**src/rtl/hidden_spike_arbiter.sv**
```systemverilog
// hidden_spike_arbiter
// Shares the hidden layer's single address-event output among N_NEURON
// neurons. Pending spike lines are scanned round-robin. The winner's index
// is sent downstream over a valid/ready handshake, and then that neuron gets
// a one-cycle ack. The block also produces the layer-wide refractory tick
// and keeps a saturating count of accepted events.
//
// Ports:
//   clk          rising-edge system clock
//   resetn       asynchronous reset, active HIGH (name kept from the codebase)
//   enable       allows new grants and runs the tick prescaler
//   spike_req    per-neuron spike level, held until acked
//   ack_out      one-hot ack pulse to the granted neuron
//   timer_en     one-cycle tick to all neurons every TICK_DIV cycles
//   ev_valid     output event valid
//   ev_ready     downstream ready
//   ev_addr      granted neuron index, zero-extended
//   busy         high whenever the arbiter is not idle
//   event_count  saturating count of accepted events
module hidden_spike_arbiter #(
  parameter int N_NEURON = 16,
  parameter int ADDR_W   = 8,
  parameter int TICK_DIV = 100,
  parameter int CNT_W    = 16
) (
  input  logic                clk,
  input  logic                resetn,
  input  logic                enable,
  input  logic [N_NEURON-1:0] spike_req,
  output logic [N_NEURON-1:0] ack_out,
  output logic                timer_en,
  output logic                ev_valid,
  input  logic                ev_ready,
  output logic [ADDR_W-1:0]   ev_addr,
  output logic                busy,
  output logic [CNT_W-1:0]    event_count
);

  localparam int IDX_W  = $clog2(N_NEURON);
  localparam int TICK_W = $clog2(TICK_DIV);

  typedef enum logic [1:0] {IDLE, SEND, ACK, SETTLE} state_t;

  state_t              state;
  state_t              state_next;
  logic [IDX_W-1:0]    rr_ptr;
  logic [IDX_W-1:0]    grant_idx;
  logic [IDX_W-1:0]    winner;
  logic [IDX_W-1:0]    rot_idx;
  logic [IDX_W:0]      idx_sum;
  logic [N_NEURON-1:0] req_rot;
  logic [TICK_W-1:0]   tick_cnt;
  logic                any_req;
  logic                accept;

  assign any_req = |spike_req;
  assign accept  = (state == SEND) && ev_ready;

  // Winner select. The request vector is rotated so that rr_ptr lands at
  // bit 0, and the lowest set bit is found. The offset is then added back
  // modulo N_NEURON. This gives "lowest index >= rr_ptr, else wrap to the
  // lowest overall" without a second search.
  always_comb begin
    req_rot = N_NEURON'({spike_req, spike_req} >> rr_ptr);
    rot_idx = '0;
    for (int k = N_NEURON - 1; k >= 0; k--) begin
      if (req_rot[k]) rot_idx = IDX_W'(k);
    end
    idx_sum = {1'b0, rr_ptr} + {1'b0, rot_idx};
    if (idx_sum >= (IDX_W+1)'(N_NEURON)) idx_sum = idx_sum - (IDX_W+1)'(N_NEURON);
    winner = idx_sum[IDX_W-1:0];
  end

  // State register
  always_ff @(posedge clk or posedge resetn) begin
    if (resetn) state <= IDLE;
    else        state <= state_next;
  end

  // Next-state logic. Once an event is offered, it always completes: enable
  // only gates the start of a grant.
  always_comb begin
    state_next = state;
    case (state)
      IDLE:    if (enable && any_req) state_next = SEND;
      SEND:    if (ev_ready)          state_next = ACK;
      ACK:                            state_next = SETTLE;
      SETTLE:                         state_next = IDLE;
      default:                        state_next = IDLE;
    endcase
  end

  // Outputs are decoded from registered state and grant_idx only. An async
  // reset therefore drops ev_valid and ack immediately.
  always_comb begin
    ack_out  = '0;
    ev_valid = 1'b0;
    ev_addr  = '0;
    busy     = (state != IDLE);
    case (state)
      SEND: begin
        ev_valid = 1'b1;
        ev_addr  = ADDR_W'(grant_idx);
      end
      ACK:     ack_out[grant_idx] = 1'b1;
      default: ;
    endcase
  end

  // Grant capture, round-robin pointer, and saturating event counter. The
  // pointer moves past the winner only when the event is accepted.
  always_ff @(posedge clk or posedge resetn) begin
    if (resetn) begin
      grant_idx   <= '0;
      rr_ptr      <= '0;
      event_count <= '0;
    end else begin
      if (state == IDLE && enable && any_req) grant_idx <= winner;
      if (accept) begin
        rr_ptr <= (grant_idx == IDX_W'(N_NEURON - 1)) ? '0 : grant_idx + IDX_W'(1);
        if (event_count != '1) event_count <= event_count + CNT_W'(1);
      end
    end
  end

  // Refractory tick prescaler. It is independent of the arbitration FSM, and
  // it freezes (it does not reset) while enable is low.
  always_ff @(posedge clk or posedge resetn) begin
    if (resetn) begin
      tick_cnt <= '0;
      timer_en <= 1'b0;
    end else begin
      timer_en <= 1'b0;
      if (enable) begin
        if (tick_cnt == TICK_W'(TICK_DIV - 1)) begin
          tick_cnt <= '0;
          timer_en <= 1'b1;
        end else begin
          tick_cnt <= tick_cnt + TICK_W'(1);
        end
      end
    end
  end

endmodule
```
**config.mk**
```make
export PLATFORM = sky130hd
export DESIGN_NAME = hidden_spike_arbiter
export DESIGN_NICKNAME = d
export VERILOG_FILES = /design/src/rtl/hidden_spike_arbiter.sv
export SDC_FILE = /design/constraint.sdc
export NUM_CORES = 1
export LEC_CHECK = 0
export ABC_AREA = 1
export BUFFER_PORTS_ARGS = -buffer_cell sky130_fd_sc_hd__buf_2
export CAP_MARGIN = 15
export CORE_AREA = 5 5 106 108
export CTS_CLUSTER_DIAMETER = 150
export CTS_CLUSTER_SIZE = 30
export DETAILED_ROUTE_END_ITERATION = 12
export DIE_AREA = 0 0 111 113
export PLACE_DENSITY = 0.48
export SETUP_SLACK_MARGIN = 0.05
export SLEW_MARGIN = 20
export SYNTH_ARGS = -nofsm -noshare
export SYNTH_HDL_FRONTEND = slang
export SYNTH_SLANG_ARGS = --single-unit
```
**constraint.sdc**
```tcl
create_clock -name clk -period 6.3 [get_ports clk]
set_input_delay 0.63 -clock clk [delete_from_list [all_inputs] [get_ports clk]]
set_output_delay 0.63 -clock clk [all_outputs]
set_load 0.1 [all_outputs]
```
==> results.md, run 1 <==
- # port buffers: 58
- Internal power: roughly 800 µW
- Total I/O pin count: 63
- Register area share after synthesis: 0.2846
- Core ar.: 10140 µm²
- Status: complete, no violations
- Crit path buf inv count: 1
- Crit path required time: 6.46 ns
- First-pass GRT wire length: 14320 µm
- Inst Count DP: approximately 600
- Rows: 37
- Die height: 113 µm
- Drt first pass iters: 5
- Logic pwr share: 0.688
- Gpl congestion: 0.8308
- Pwr Density: ~570 nW/µm²
- Finish-stage setup viols: 0
- Total CTS buffers: 5
- RSZ-0062 raised after global routing: no
- Max-cap violation count: 0
- Min Hold Slack: 0.4355 ns
- Initial DRC count: 116
- Commonest non-fill, non-tap cell in the layout: nand2_1
- Vias in the first global route: approximately 2900
- Worst Clk Skew: 0.005761 ns
- Placement Cell Area: 3338 µm²
- Final ANT Viol Nets: 0
- Largest net degree at the start of global routing: 35
- Max FO, Critical Path: 19
- Max stage delay on crit path: 0.89 ns
- Die span in x: 111 µm
- Critical Path Slowest Stage Cell: dfrtp_1
- Diodes inserted: 0
- Setup CP Type: reg -> reg
- Yosys synthesis warning count: 0
- Post_cts resized: 0
- GRT overflow: 0
- CTS sink count: 34
- Setup Fix Bufs, Post-CTS: 0
- Drt via density: 4.737
- Maximum vdd drop: between 0.3 and 0.4 mV
- P_sw: 1.192 mW
- Nets: 514
- Critical Path AT: 3.69 ns
- Crit start category: flop
- WP depth: 27
- Top cell by count, worst path: nand2_1
- Layout Area Growth over Synthesis: 15.49%
- Worst skew pair latency: 0.29 ns
- Fin cells: 617
- Cell area after synthesis: 2989 µm²
- Area fraction of the dominant cell type after synthesis: 0.2846
- Final wirelength: 8240 µm
- Reg2reg path depth: 27
- WL per Instance: 13.35 µm
- Final Hold Violating Endpoints: 0
- Clock Pin Slew Worst Setup and Hold Paths: 0.08 ns
- Layout cell share with drive strength beyond 1: 0.2266
- Mean Syn Cell Area: 6.984 µm²
- Via Count: between 2000 and 3000
- P_leak: about 1.8 nW
- Sw Share: 0.6006
- Drt drc: 0
- Crit path time final: 3.534 ns
- Crit share post-route: 0.5609
- TNS Setup: 0 ns
- Clk pwr share: 0.104
- CTS Hold Buffers Added: 0
- Initial Util: 0.2948
- Rel. slew slack: 0.4491
- Syn Inst Count: 428
- Longest Clk Path Bufs: 2
- Crit end category: flop
- CP delay by family, top: simple AND/OR/NAND/NOR gates
- Most frequent cells in the layout: 108 x nand2_1, 75 x nand3_1, 58 x buf_2, 36 x inv_1, 34 x dfrtp_1
- Worst-Margin Slew: just over 0.8 ns
- Sequential share of power: 0.208
- Area leader, netlist: dfrtp_1
- H-tree levels: 2
- HP Class: in -> async
- Top post-synthesis cells by area: dfrtp_1 28%, nand2_1 14%, nand3_1 13%
- TritonCTS clock tree: yes
- Synth unique cells: 44
- Full die area: 12540 µm²
- Gr usage total: 0.1376
- Initial antenna violation count: 0
- Number of synthesized register bits: 34
- Dpl hpwl: 6486 µm
- Clk root buf: clkbuf_8
- Fmax: 0.2830 GHz
- Fin. max-slew vios: 0
- Fin area: about 3500 µm²
==> per-stage QoR <==
step | power (mW) | util | setup slack (ns)
5_1_grt | 2.194 | 0.3405 | 2.288
2_1_floorplan | 1.552 | - | 3.365
3_3_place_gp | 1.782 | 0.3293 | 2.763
3_5_place_dp | 1.779 | 0.3293 | 2.806
6_report | 1.984 | 0.3405 | 2.766
4_1_cts | 1.999 | 0.3405 | 2.784
==> cell usage after synthesis (all sizes together) <==
| master | count |
|---|---|
| ha | 13 |
| o21ai | 26 |
| nand2 | 121 |
| nor3b | 1 |
| o21bai | 1 |
| xor2 | 15 |
| fa | 1 |
| conb | 1 |
| mux2 | 1 |
| buf | 16 |
| a31oi | 1 |
| o21a | 1 |
| nand3 | 80 |
| and2 | 1 |
| nor4 | 4 |
| clkbuf | 1 |
| a21oi | 12 |
| a41o | 1 |
| xnor2 | 6 |
| nor3 | 5 |
| or2 | 2 |
| nand4 | 5 |
| inv | 43 |
| dfrtp | 34 |
| nand3b | 1 |
| nor2 | 34 |
| a21boi | 1 |
==> area by class of cell <==
| type | instances | area (µm²) |
|---|---|---|
| Multi-Input combinational cell | 337 | 1851 |
| Sequential cell | 34 | 850.8 |
| Fill cell | 1119 | 6686 |
| Timing Repair Buffer | 59 | 297.8 |
| Tap cell | 136 | 170.2 |
| Clock inverter | 3 | 45.04 |
| Inverter | 43 | 168.9 |
| Clock buffer | 5 | 68.82 |
==> power by group through the flow <==
stage | registers (mW) | clock network, mW | logic, mW
after detailed placement | 0.415 | 0 | 1.36
after global placement | 0.415 | 0 | 1.37
after CTS | 0.412 | 0.215 | 1.37
after floorplan | 0.456 | 0 | 1.10
after global routing | 0.431 | 0.224 | 1.54
final | 0.413 | 0.206 | 1.37
==> flip-flops by register name, summed over array words and instances (netlist names) <==
register / flops
timer_en: 1
event_count: 16
tick_cnt: 7
rr_ptr: 4
grant_idx: 4
state: 2
==> path summary, 6_finish.rpt <==
kind,start,to,slack (ns)
max,rr_ptr[1]$_DFFE_PP0P_,grant_idx[3]$_DFFE_PP0P_,2.77
min,resetn,event_count[11]$_DFFE_PP0P_,0.44
max reg2reg,rr_ptr[1]$_DFFE_PP0P_,grant_idx[3]$_DFFE_PP0P_,2.77
min reg2reg,tick_cnt[6]$_DFFE_PP0P_,tick_cnt[6]$_DFFE_PP0P_,0.46
max in group asynchronous,resetn,rr_ptr[1]$_DFFE_PP0P_,5.55
min in group clk,tick_cnt[6]$_DFFE_PP0P_,tick_cnt[6]$_DFFE_PP0P_,0.46
==> kinds of logic after synthesis <==
logic type / Yosys count / synth area share
fa+ha+maj: 14 / 0.06112
buf+inv: 60 / 0.1000
other cells: 1 / 0.001255
xor+xnor: 21 / 0.06153
simple gates: 254 / 0.4018
flops: 34 / 0.2846
compound gates: 43 / 0.08581
mux: 1 / 0.003767
==> worst min-delay path, cell delays in order <==
cell and delay [ns]:
buf_2 0.10, inv_1 0.04, buf_4 0.39
==> routing by layer <==
metal	vias to the layer above	global-route usage	share of wire
met1	1353	0.1845	0.47
met2	71	0.2334	0.47
li1	1493	-	-
met3	6	0.02193	0.046
met4	0	0.03202	0.0085
met5	-	0	0
(Power assumes the default switching activity.)
==> run 2, diff against run 1 <==
--- a/config.mk
+++ b/config.mk
@@ -5,15 +5,15 @@
 export SDC_FILE = /design/constraint.sdc
 export NUM_CORES = 1
 export LEC_CHECK = 0
-export ABC_AREA = 1
+export ABC_AREA = 0
 export BUFFER_PORTS_ARGS = -buffer_cell sky130_fd_sc_hd__buf_2
 export CAP_MARGIN = 15
-export CORE_AREA = 5 5 106 108
+export CORE_AREA = 5 5 107 109
 export CTS_CLUSTER_DIAMETER = 150
 export CTS_CLUSTER_SIZE = 30
 export DETAILED_ROUTE_END_ITERATION = 12
-export DIE_AREA = 0 0 111 113
-export PLACE_DENSITY = 0.48
+export DIE_AREA = 0 0 112 114
+export PLACE_DENSITY = 0.47
 export SETUP_SLACK_MARGIN = 0.05
 export SLEW_MARGIN = 20
 export SYNTH_ARGS = -nofsm -noshare
==> constraint.sdc (replaced) <==
create_clock -name clk -period 3.7 [get_ports clk]
set_input_delay 0.37 -clock clk [delete_from_list [all_inputs] [get_ports clk]]
set_output_delay 0.37 -clock clk [all_outputs]
set_load 0.1 [all_outputs]
==> run 2 against run 1 <==
Net effect: final cell count shrank 15%; largest cell class unchanged; critical path depth is 14 lower; total power increased by 65%; critical endpoint unchanged; count of clock-buffer cells in the layout is 1 higher; worst hold slack worse by 0.31 ns; final area rose by 5.4%.
==> results.md, run 2 <==
- Status: complete, no violations
- Layout cell share with drive strength beyond 1: 0.2894 (+0.06279)
- Total I/O pin count: 63 (unchanged)
- Yosys synthesis warning count: 0 (unchanged)
- Min Hold Slack: 0.1243 ns (-0.3111 ns)
- Core ar.: 10510 µm² (+3.6%)
- Drt drc: 0 (unchanged)
- Register area share after synthesis: 0.2813 (-0.003297)
- Reg2reg path depth: 13 (-52%)
- Vias in the first global route: 2571 (-12%)
- Fmax: 0.2944 GHz (+4.0%)
- Syn Inst Count: 327 (-24%)
- Longest Clk Path Bufs: 2 (unchanged)
- Fin cells: 527 (-15%)
- Final wirelength: 7797 µm (-5.4%)
- Clk root buf: clkbuf_8
- Max reg flops: 16 (unchanged)
- Commonest non-fill, non-tap cell in the layout: buf_2
- Maximum vdd drop: 0.4306 mV (+17%)
- Nets: 420 (-18%)
- Area fraction of the dominant cell type after synthesis: 0.2813 (-0.003297)
- Cell area after synthesis: 3024 µm² (+1.2%)
- Via Count: 2655 (-9.2%)
- Rel. slew slack: 0.5835 (+0.1345)
- Clock Pin Slew Worst Setup and Hold Paths: 0.07 ns (about the same)
- Initial antenna violation count: 0 (unchanged)
- Synth unique cells: 56 (+27%)
- Final Power: 3.275 mW (+65%)
- Full die area: 12770 µm² (+1.8%)
- Setup Fix Bufs, Post-CTS: 0 (unchanged)
- Diodes inserted: 0 (unchanged)
- Gpl congestion: 0.7958 (-4.2%)
- Filler instances: 1067 (-4.6%)
- Reg area: 853.3 µm² (+0.29%)
- Top post-synthesis cells by area: dfrtp_1 28%, mux4_2 6.7%, ha_1 5.4%
- Post-synth EDFFs: 0 (unchanged)
- First-pass GRT wire length: 12870 µm (-10%)
- Largest Register: event_count
- Max-cap violation count: 0 (unchanged)
- Pwr Density: 899.7 nW/µm² (+57%)
- Total CTS buffers: 5 (unchanged)
- CTS Hold Buffers Added: 0 (unchanged)
- CTS sink count: 34 (unchanged)
- Layout Area Growth over Synthesis: 20.36%
- Initial DRC count: 191 (+65%)
- Max FO, Critical Path: 5 (-14)
- Drt first pass iters: 5 (unchanged)
- Worst-Margin Slew: 0.6218 ns (-0.2046 ns)
- Crit path time final: 3.397 ns (-0.1370 ns)
- Mean Syn Cell Area: 9.248 µm² (+32%)
- Gr usage total: 0.1230 (-0.01457)
- Inst Count DP: 519 (-15%)
- Ys flop type: dfrtp_1
- Crit start category: flop
- Die height: 114 µm (+0.88%)
- Most frequent cells in the layout: 58 x buf_2, 34 x nand2_1, 32 x dfrtp_1, 22 x nor2_1, 18 x xnor2_1
- Initial Util: 0.2878 (-0.007023)
- Area of the multi-input gates: 2039 µm² (+10%)
- RSZ-0062 raised after global routing: no
- Final Hold Violating Endpoints: 0 (unchanged)
- HP Class: in -> async
- Crit path required time: 3.87 ns (-2.59 ns)
- H-tree levels: 2 (unchanged)
- WL per Instance: 14.80 µm (+11%)
- Synth cell count leaders: 34 x dfrtp_1, 34 x nand2_1, 22 x nor2_1
- Crit share post-route: 0.9180 (+0.3571)
- Worst skew pair latency: 0.29 ns (about the same)
- Drt via density: 5.038 (+6.3%)
- Setup CP Type: reg -> reg
- Die span in x: 112 µm (+0.90%)
- Rows: 38 (+2.7%)
- Crit end category: flop
- Fin. max-slew vios: 0 (unchanged)
- Area leader, netlist: dfrtp_1
- GRT overflow: 0 (unchanged)
- Critical Path AT: 3.56 ns (-0.13 ns)
- Worst Clk Skew: 0.003422 ns (-0.002339 ns)
- Top flop regs: event_count x16, tick_cnt x7
- Number of synthesized register bits: 34 (unchanged)
- TNS Setup: 0 ns (unchanged)
- Post-synth ARST share: 1.000 (unchanged)
- Dpl hpwl: 6240 µm (-3.8%)
- TritonCTS clock tree: yes
- Finish-stage setup viols: 0 (unchanged)
- Largest net degree at the start of global routing: 27 (-23%)
- Final ANT Viol Nets: 0 (unchanged)
- P_leak: 1.661 nW (-7.6%)
- # port buffers: 58 (unchanged)
-- run 2: cell count changes after synthesis, sizes merged, moves of 10 or more --
cell / delta
mux2i: +13
clkbuf: +10
nand2: -87
xor2: -10
inv: -29
mux2: +15
and2: +10
xnor2: +12
nor2: -12
nand3: -72
mux4: +13
o21ai: -13
-- run 2: metal layers --
| metal | GRT usage | share of wire | vias up | wire, µm |
|---|---|---|---|---|
| li1 | - | - | 1300 | - |
| met3 | 0.02599 | 0.036 | 5 | 278 |
| met5 | 0 | 0 | - | 0 |
| met2 | 0.2122 | 0.51 | 53 | 3964 |
| met4 | 0.02163 | 0.0072 | 0 | 56 |
| met1 | 0.1617 | 0.45 | 1297 | 3498 |
-- run 2: cell families after synthesis --
kind of cell / count (synthesis) / synth area share
compound gates: 60 / 0.1345
xor+xnor: 23 / 0.06661
fa+ha+maj: 14 / 0.06041
buf+inv: 34 / 0.05089
flops: 34 / 0.2813
mux: 42 / 0.2069
other cells: 1 / 0.001240
simple gates: 119 / 0.1982
-- run 2: layout make-up --
class	count	area share
sequential	34	0.2344
multi-input combinational	262	0.5603
clock inverter	2	0.01650
timing repair buffer	69	0.1035
clock buffer	6	0.02269
inverter	14	0.01444
tap	140	0.04813
-- run 2: through the flow --
step / setup WS (ns) / instance area (µm²) / utilization
floorplan: 0.2832 / 3035 / -
global placement: 0.1960 / 3482 / 0.3314
detailed placement: 0.2165 / 3482 / 0.3314
CTS: 0.1902 / 3625 / 0.3450
global route: 0.06098 / 3640 / 0.3464
finish: 0.3035 / 3640 / 0.3464
-- run 2: critical path, stage by stage (launching register included) --
cell      delay, ns
dfrtp_2        0.43
mux4_1         0.63
and2_1         0.20
a211o_1        0.29
nand2b_1       0.17
a31oi_1        0.17
nand4_1        0.12
a31oi_2        0.27
ha_1           0.27
a21o_1         0.17
a21oi_1        0.17
xnor2_1        0.16
xnor2_1        0.14
o21ai_1        0.08
-- run 2: worst paths after layout --
| check | startpoint | end | slack [ns] |
|---|---|---|---|
| worst min register to register | event_count[6]$_DFFE_PP0P_ | event_count[6]$_DFFE_PP0P_ | 0.49 |
| max in group asynchronous | resetn | rr_ptr[3]$_DFFE_PP0P_ | 3.02 |
| worst min-delay path | resetn | event_count[2]$_DFFE_PP0P_ | 0.12 |
| worst max register to register | rr_ptr[1]$_DFFE_PP0P_ | grant_idx[3]$_DFFE_PP0P_ | 0.30 |
| min in group clk | enable | tick_cnt[0]$_DFFE_PP0P_ | 0.40 |
| worst max-delay path | rr_ptr[1]$_DFFE_PP0P_ | grant_idx[3]$_DFFE_PP0P_ | 0.30 |
-- run 2: power breakdown --
part | switching, mW | total, mW | leakage, nW | internal [mW]
logic | 1.44 | 2.23 | 1.17 | 0.791
registers | 0.138 | 0.613 | 0.424 | 0.475
clock network | 0.143 | 0.431 | 0.0714 | 0.287
total | 1.72 | 3.27 | 1.66 | 1.55
-- run 2: timing repair --
action | CTS | global route
resized for setup | 0 | 6
setup endpoints to repair | 0 | 2
hold endpoints to repair | 0 | 0
